$ cat config.mk
export PLATFORM = sky130hd
export DESIGN_NAME = led_step_tracker
export DESIGN_NICKNAME = d
export VERILOG_FILES = /design/src/rtl/led_anim_pkg.sv /design/src/rtl/led_thermo_check.sv /design/src/rtl/led_step_tracker.sv
export SDC_FILE = /design/constraint.sdc
export NUM_CORES = 1
export LEC_CHECK = 0
export CAP_MARGIN = 0
export CORE_UTILIZATION = 28
export CTS_CLUSTER_SIZE = 16
export DETAILED_ROUTE_END_ITERATION = 7
export GPL_TIMING_DRIVEN = 0
export SLEW_MARGIN = 5
export SYNTH_ARGS = -nofsm -noshare
export SYNTH_HDL_FRONTEND = slang
export SYNTH_SLANG_ARGS = --single-unit
$ cat constraint.sdc
create_clock -name clk -period 13.64 [get_ports clk]
set_input_delay 2.046 -clock clk [delete_from_list [all_inputs] [get_ports clk]]
set_output_delay 2.046 -clock clk [all_outputs]
set_load 0.01 [all_outputs]
$ cat src/rtl/led_anim_pkg.sv
// Shared LED animation definitions: the 32-step level table and helpers used by
// both the pattern decoder and the step tracker.
package led_anim_pkg;

    localparam int LED_W   = 10;
    localparam int STEP_W  = 5;
    localparam int N_STEPS = 32;

    // Ramp up, ramp down, short ramp up, short ramp down, one dark step.
    localparam logic [3:0] LVL_TBL [0:N_STEPS-1] = '{
        4'd0, 4'd1, 4'd2, 4'd3, 4'd4, 4'd5, 4'd6, 4'd7,
        4'd8, 4'd9, 4'd10, 4'd9, 4'd8, 4'd7, 4'd6, 4'd5,
        4'd4, 4'd3, 4'd2, 4'd1, 4'd0, 4'd1, 4'd2, 4'd3,
        4'd4, 4'd5, 4'd4, 4'd3, 4'd2, 4'd1, 4'd0, 4'd0
    };

    // Returns {legal, level}; legal only for a left-justified thermometer code.
    function automatic logic [4:0] thermo_level(input logic [LED_W-1:0] led);
        logic [3:0]       n;
        logic [LED_W-1:0] pat;
        n = 4'd0;
        for (int i = 0; i < LED_W; i++) begin
            n = n + 4'(led[i]);
        end
        pat = ~({LED_W{1'b1}} >> n);
        return {(pat == led), n};
    endfunction

    function automatic logic [N_STEPS-1:0] match_mask(input logic [3:0] lvl);
        logic [N_STEPS-1:0] m;
        for (int k = 0; k < N_STEPS; k++) begin
            m[k] = (LVL_TBL[k] == lvl);
        end
        return m;
    endfunction

endpackage

$ cat src/rtl/led_thermo_check.sv
// Combinational legality check and lit-LED count for one LED bar sample.
module led_thermo_check
    import led_anim_pkg::*;
(
    input  logic [LED_W-1:0] led,
    output logic             legal,
    output logic [3:0]       level
);

    logic [4:0] res;

    assign res   = thermo_level(led);
    assign legal = res[4];
    assign level = res[3:0];

endmodule

$ cat src/rtl/led_step_tracker.sv
// Recovers the animation step index from observed LED bar samples using a
// 32-bit candidate mask that advances and narrows on each legal sample.
module led_step_tracker
    import led_anim_pkg::*;
#(
    parameter int ERR_CNT_W = 8
) (
    input  logic                 clk,
    input  logic                 rst,
    input  logic                 sample_valid,
    input  logic [LED_W-1:0]     led,
    output logic [3:0]           level,
    output logic [STEP_W-1:0]    step,
    output logic                 locked,
    output logic                 mismatch,
    output logic                 illegal,
    output logic [ERR_CNT_W-1:0] err_cnt
);

    localparam logic ST_SEARCH = 1'b0;
    localparam logic ST_LOCKED = 1'b1;

    logic [N_STEPS-1:0]   cand_q, cand_d;
    logic [3:0]           level_q, level_d;
    logic [STEP_W-1:0]    step_q, step_d;
    logic                 state_q, state_d;
    logic                 mismatch_q, mismatch_d;
    logic                 illegal_q, illegal_d;
    logic [ERR_CNT_W-1:0] err_q, err_d;

    logic                 legal_in;
    logic [3:0]           level_in;
    logic [N_STEPS-1:0]   match_in;
    logic [N_STEPS-1:0]   nxt;
    logic [ERR_CNT_W-1:0] err_inc;

    function automatic logic [5:0] popcnt32(input logic [N_STEPS-1:0] v);
        logic [5:0] c;
        c = 6'd0;
        for (int i = 0; i < N_STEPS; i++) begin
            c = c + 6'(v[i]);
        end
        return c;
    endfunction

    function automatic logic [STEP_W-1:0] onehot_idx(input logic [N_STEPS-1:0] v);
        logic [STEP_W-1:0] idx;
        idx = '0;
        for (int i = 0; i < N_STEPS; i++) begin
            if (v[i]) idx = STEP_W'(i);
        end
        return idx;
    endfunction

    led_thermo_check u_thermo (
        .led   (led),
        .legal (legal_in),
        .level (level_in)
    );

    assign match_in = match_mask(level_in);
    // Every live candidate advances one step (31 wraps to 0) before filtering.
    assign nxt      = {cand_q[N_STEPS-2:0], cand_q[N_STEPS-1]} & match_in;
    assign err_inc  = (err_q == {ERR_CNT_W{1'b1}}) ? err_q
                                                   : err_q + {{(ERR_CNT_W-1){1'b0}}, 1'b1};

    always_comb begin
        cand_d     = cand_q;
        level_d    = level_q;
        mismatch_d = 1'b0;
        illegal_d  = 1'b0;
        err_d      = err_q;
        if (sample_valid) begin
            if (!legal_in) begin
                illegal_d = 1'b1;
                err_d     = err_inc;
                cand_d    = '1;
            end else begin
                level_d = level_in;
                if (nxt != '0) begin
                    cand_d = nxt;
                end else begin
                    mismatch_d = 1'b1;
                    err_d      = err_inc;
                    cand_d     = match_in;
                end
            end
        end
        state_d = (popcnt32(cand_d) == 6'd1) ? ST_LOCKED : ST_SEARCH;
        step_d  = (state_d == ST_LOCKED) ? onehot_idx(cand_d) : step_q;
    end

    always_ff @(posedge clk) begin
        if (rst) begin
            cand_q     <= '1;
            level_q    <= 4'd0;
            step_q     <= '0;
            state_q    <= ST_SEARCH;
            mismatch_q <= 1'b0;
            illegal_q  <= 1'b0;
            err_q      <= '0;
        end else begin
            cand_q     <= cand_d;
            level_q    <= level_d;
            step_q     <= step_d;
            state_q    <= state_d;
            mismatch_q <= mismatch_d;
            illegal_q  <= illegal_d;
            err_q      <= err_d;
        end
    end

    assign level    = level_q;
    assign step     = step_q;
    assign locked   = (state_q == ST_LOCKED);
    assign mismatch = mismatch_q;
    assign illegal  = illegal_q;
    assign err_cnt  = err_q;

endmodule
Word level (Yosys, flattened, before mapping):

Index checks and enable logic that the tools add are counted.

* bits in registers: 52
* bits of input ports: 13
* output and inout port bits: 20
* word-level logic and storage cells: 113

* add/sub/neg operators: 41
* equality and inequality tests: 14
* shift operators: 1
* muxes and demuxes: 40
* bitwise operators: 4
* reductions and logical operators: 6

Operators by type and width (count)
* 6-bit by 1-bit adder with 6-bit output: 26
* 5-bit two-way mux: 30
* 32-bit two-way mux: 3
* 4-bit by 1-bit adder with 4-bit output: 8
* 32-bit AND: 1
* 32-bit nonzero test: 1
* 8-bit two-way mux: 3
* 3-bit by 4-bit == test with 1-bit output (first input constant): 4
* 4-bit == test (first input constant): 3
* 10-bit == test: 1
* 10-bit inverter: 1
* 10-bit by 4-bit right shift with 10-bit output (first input constant): 1
* 8-bit by 1-bit adder with 8-bit output (second input constant): 1
* 2-bit by 4-bit == test with 1-bit output (first input constant): 2
* 8-bit == test (second input constant): 1
* 5-bit by 1-bit adder with 6-bit output: 1
* 6-bit by 1-bit == test with 1-bit output (second input constant): 1
* 4-bit by 1-bit adder with 5-bit output: 1
* 1-bit by 1-bit adder with 2-bit output: 2
* 3-bit by 1-bit adder with 4-bit output: 1
* 1-bit by 4-bit == test with 1-bit output (first input constant): 1
* 4-bit logical NOT: 1
* 1-bit two-way mux: 4
* 2-bit AND reduction: 2
* 5 further kinds: 6

Depth between registers and ports, before layout:

* word-level depth: 48
* gate-level depth with buffers: 41
* depth with buffers taken out: 38

Hierarchy:

From an unflattened synthesis, not the netlist that was laid out.

* cells, all modules: 466
* area total of the unflattened synthesis: 4116.4 um^2

By module, submodules not included
* led_step_tracker: instances 1, cells each 400, area each 3609.7 um^2, sequential area each 1041.0 um^2
* led_thermo_check: instances 1, cells each 66, area each 506.7 um^2, sequential area each 0.0 um^2

Worst setup path before layout:

OpenSTA, ideal clock, no wires.

* path kind: input to register
* start: input led[0]
* end: register step_q[3], in the netlist step[3]
* setup time: 0.130 ns
* data arrival time: 11.951 ns
* data required time: 13.510 ns
* setup slack: 1.559 ns
* stages: 36
* path buffers: 4
* cell sequence: ha_1 -> inv_1 -> fa_1 -> fa_1 -> fa_1 -> inv_1 -> fa_1 -> fa_1 -> xnor2_2 -> buf_6 -> mux2_4 -> nor4_2 -> o22ai_2 -> nor4_4 -> buf_6 -> buf_6 -> buf_2 -> nand2_1 -> o21ai_0 -> fa_1 -> fa_1 -> fa_1 -> fa_1 -> fa_1 -> fa_1 -> inv_1 -> ha_1 -> inv_1 -> fa_1 -> a2111oi_0 -> a21oi_1 -> nor4_1 -> o21ai_0 -> nor3b_1 -> o2111a_1 -> nor3_1

* longest elaborated chain between the ends: 48
* elaborated cells between the ends (all ways): 90
* those cells by class: 40 x add/sub; 12 x eq/ne; 1 x shift; 33 x mux; 2 x bitwise; 2 x reduce/logical

Ends and longest elaborated chain
* from (decl): RTL line led_step_tracker.sv:11 `input logic [LED_W-1:0] led,`
* 1-bit by 1-bit adder with 2-bit output: RTL line led_anim_pkg.sv:23 `n = n + 4'(led[i]);`
* 4-bit by 1-bit adder with 4-bit output (8 in a row): RTL line led_anim_pkg.sv:23
* 1-bit by 4-bit == test with 1-bit output, or another cell as far along: RTL line led_anim_pkg.sv:32 `m[k] = (LVL_TBL[k] == lvl);`
* 32-bit AND: RTL line led_step_tracker.sv:63 `assign nxt = {cand_q[N_STEPS-2:0], cand_q[N_STEPS-1]} & match_in;`
* 32-bit nonzero test: RTL line led_step_tracker.sv:80 `if (nxt != '0) begin`
* 32-bit two-way mux: RTL line led_step_tracker.sv:80
* 32-bit two-way mux *: RTL line led_step_tracker.sv:74 `if (!legal_in) begin`
* 32-bit two-way mux *: RTL line led_step_tracker.sv:73 `if (sample_valid) begin`
* 1-bit by 1-bit adder with 2-bit output: RTL line led_step_tracker.sv:41 `c = c + 6'(v[i]);`
* 2-bit by 1-bit adder with 3-bit output: RTL line led_step_tracker.sv:41
* 3-bit by 1-bit adder with 4-bit output: RTL line led_step_tracker.sv:41
* 4-bit by 1-bit adder with 5-bit output: RTL line led_step_tracker.sv:41
* 5-bit by 1-bit adder with 6-bit output: RTL line led_step_tracker.sv:41
* 6-bit by 1-bit adder with 6-bit output (26 in a row): RTL line led_step_tracker.sv:41
* 6-bit by 1-bit == test with 1-bit output: RTL line led_step_tracker.sv:89 `state_d = (popcnt32(cand_d) == 6'd1) ? ST_LOCKED : ST_SEARCH;`
* 1-bit two-way mux: RTL line led_step_tracker.sv:89
* to (signal assigned): RTL line led_step_tracker.sv:105 `step_q <= step_d;`
* to (decl): RTL line led_step_tracker.sv:25 `logic [STEP_W-1:0] step_q, step_d;`

Mark *: on every way between the ends. The rest lies on a longest branch, timed or not.
A chain may end at the register's enable or synchronous reset.

Final worst setup path:

* start: input led[1]
* end: register step_q[3], in the netlist step[3]

* elaborated cells between the ends (all ways): 90
* those cells by class: 40 x add/sub; 12 x eq/ne; 1 x shift; 33 x mux; 2 x bitwise; 2 x reduce/logical

RTL lines
* 1-bit by 1-bit adder with 2-bit output: RTL line led_anim_pkg.sv:23
* 4-bit by 1-bit adder with 4-bit output (8 in a row): RTL line led_anim_pkg.sv:23
* 1-bit by 4-bit == test with 1-bit output, or another cell as far along: RTL line led_anim_pkg.sv:32
* 32-bit AND: RTL line led_step_tracker.sv:63
* 32-bit nonzero test: RTL line led_step_tracker.sv:80
* 32-bit two-way mux: RTL line led_step_tracker.sv:80
* 32-bit two-way mux *: RTL line led_step_tracker.sv:74
* 32-bit two-way mux *: RTL line led_step_tracker.sv:73
* named net cand_d[27]: RTL line led_step_tracker.sv:23 `logic [N_STEPS-1:0] cand_q, cand_d;`
* 6-bit by 1-bit adder with 6-bit output (5 in a row): RTL line led_step_tracker.sv:41
* 6-bit by 1-bit == test with 1-bit output: RTL line led_step_tracker.sv:89
* 1-bit two-way mux: RTL line led_step_tracker.sv:89

The timed path passes the listed nets; every way through them passes the cells marked *.

==> flow_metrics.tcl <==
set metrics [dict create \
    portBuffers 30 \
    slew_violations 0 \
    post-route-min-period_ps 13030 \
    final_antenna_net_count 0 \
    ff_latch_area_um2 1040 \
    place_ws_ps -748 \
    pwr-share-seq 0.238 \
    antenna_found_initial 0 \
    drt_iter0_markers 350 \
    cap_violations 0 \
    final-setup-viol-count 0 \
    fp.dieW_um 127 \
    num_io_pins 33 \
    dp_hpwl_um 10200 \
    vias_per_cell 5.43 \
    wirelength_um 13000 \
    worst_setup_path_start_kind "input port" \
    design_area_um2 5140 \
    max_stage_delay_ps 550 \
    r2r_end "step[3]" \
    r2r_setup_slack_ps 5720 \
    fin_ws_ps 614 \
    cp_common_cell "fa_1" \
    drive_gt1_frac 0.121 \
    track_usage 0.169 \
    end_kind "flip-flop" \
    place.gp.congestion 0.950 \
    outcome "completed" \
    synth_top_area_frac 0.239 \
    cp.depth 41 \
    hold_buffers 0 \
    stdcell_count 756 \
    fillers 1611 \
    worst_pin_slew_ps 725 \
    finalNetCount 623 \
    slew-limit-headroom 0.512 \
    area_growth_pct 18.1 \
    cts_buffers 5 \
    max_freq_mhz 76.8 \
    core_um2 15200 \
    cts_tree "yes" \
    cts.sinks 52 \
    syn_inst 529 \
    yosysMostFrequentCell "nor2_1" \
    clk-insertion-delay-late_ps 300 \
    grt.overflow.total 0 \
    cts_max_level 2 \
    powerDensity_nw_per_um2 126 \
    grt_setup_unrepaired "false" \
    hold_viol_final 0 \
    irDropWorstVdd_mv 0.0541 \
    dp.cells 747 \
    ys_ff_latch 52 \
    syn_area_per_cell_um2 8.23 \
    fin_crit_sh 0.955 \
    worst-setup-path-type "in -> reg" \
    cp_max_fo 10 \
    p_leak_nw 1.95 \
    wl_per_cell_um 17.2 \
    fin_skew_ps 8.08 \
    cp_num_buf_inv 11 \
    grt_pass1_wl_um 21200 \
    synth_fp_nets 585 \
    pwr-share-comb 0.529 \
    die_h_um 127 \
    clockPowerShare 0.233 \
    multi_input_area_um2 3010 \
    endpoint "step[3]" \
    synth_edf_count 0 \
    synthTopCellsByArea "dfxtp_1, fa_1, nor2_1" \
    num_antenna_cells 0 \
    grt_pass1_vias 4032 \
    critical_path_required_ps 13790 \
    rr_worst_depth 31 \
    vias 4108 \
    synth_top_area_cell "dfxtp_1" \
    p_total_mw 0.650 \
    rows 45 \
    die_area_um2 16000 \
    cts_max_path_buffers 2 \
    synth_area_um2 4350 \
    arrival_ps 13180 \
    synth_commonest_cells "nor2_1, dfxtp_1, inv_1, o21ai_0" \
    crit_start "led[1]" \
    initial_utilization 0.286 \
    internal-power_mw 0.376 \
    synth_seq_area_share 0.239 \
    min_path_type "reg -> reg" \
    clk_pin_slew_ps 60 \
    grt_max_degree 17 \
    cp_slowest_cell "fa_1" \
    synthFlopType "dfxtp_1" \
    cp_top_family "adder cells" \
    cts_root_buffer "clkbuf_16" \
    synthDistinctLibCells 79 \
    dpl_cell_area_um2 4890 \
    route.detailed.drc 0 \
    dr.pass1.iters 5 \
    power.switching_mw 0.275 \
    switching_share 0.423 \
    ys_warn_count 0 \
    timing.rr.start "cand_q[3]" \
    ys_async_sr_fraction 0 \
]
[layout make-up]
type	count	share of cell area
inverters	53	0.0387
multi-input cells	398	0.586
clock buffers	6	0.0270
clock inverters	2	0.00754
flip-flops and latches	52	0.202
plain buffers	25	0.0316
well taps	188	0.0457
repair buffers	32	0.0613
[logic make-up (layout without fill, tap and decap cells)]
group / Yosys count / count (layout) / share of synthesized area
buf+inv: 79 / 118 / 0.0839
xor+xnor: 7 / 7 / 0.0158
flops: 52 / 52 / 0.239
simple gates: 201 / 201 / 0.239
fa+ha+maj: 43 / 43 / 0.175
compound gates: 141 / 141 / 0.232
mux: 6 / 6 / 0.0149
[worst min-delay path, cell delays in order (launching register included)]
cell and delay (ps):
dfxtp_1 310, nor2_1 90, nor3_1 50
[metrics by stage]
step           hold WS [ps]   util  setup TNS (ps)
6_report                500  0.338               0
5_1_grt                 519  0.338               0
4_1_cts                 502  0.334               0
3_5_place_dp            489  0.322           -2550
3_3_place_gp            475  0.322           -2380
2_1_floorplan           510      -               0
[state kept, by name, indices dropped and copies added, names as in the netlist]
signal,cells
mismatch,1
err_cnt,8
illegal,1
locked,1
step,5
cand_q,32
level,4
[how the worst min path moves through the flow]
stage                  to       start  cells past startpoint
2_1_floorplan  err_cnt[5]  err_cnt[5]                      2
3_3_place_gp     level[2]    level[2]                      2
3_5_place_dp      step[4]     step[4]                      2
4_1_cts           step[4]     step[4]                      2
5_1_grt          level[3]    level[3]                      2
6_report          step[4]     step[4]                      2
[cells in the final DEF, fill, tap and decap left out, types with 8 or more instances in the layout]
master           instances
a21oi_1                 29
nand2b_1                20
nor2b_1                  9
clkbuf_1                11
o22ai_1                 13
ha_1                    13
nor3_1                  18
dfxtp_1                 52
or2_2                   19
nor2_1                  66
buf_6                    8
inv_1                   52
fa_1                    29
o21ai_0                 31
nand2_1                 26
clkdlybuf4s50_1         30
[per-layer routing]
layer | share of wire | vias up | global-route usage
li1 | - | 1909 | -
met1 | 0.45 | 1975 | 0.225
met2 | 0.45 | 191 | 0.267
met3 | 0.074 | 33 | 0.0312
met4 | 0.029 | 0 | 0.0742
met5 | 0 | - | 0
[power groups by stage]
stage,sequential [mW],combinational [mW],clock (mW)
4_1_cts,0.155,0.332,0.153
5_1_grt,0.155,0.374,0.159
3_5_place_dp,0.158,0.329,0
2_1_floorplan,0.158,0.244,0
3_3_place_gp,0.158,0.329,0
6_report,0.155,0.344,0.151
[repair_timing]
action / 4_1_cts / 5_1_grt
setup buffers: 0 / 2
endpoints found under the hold margin: 0 / 0
pin swaps: 0 / 2
setup endpoints to repair: 5 / 5
gates resized for setup: 2 / 8
(Power assumes the default switching activity.)
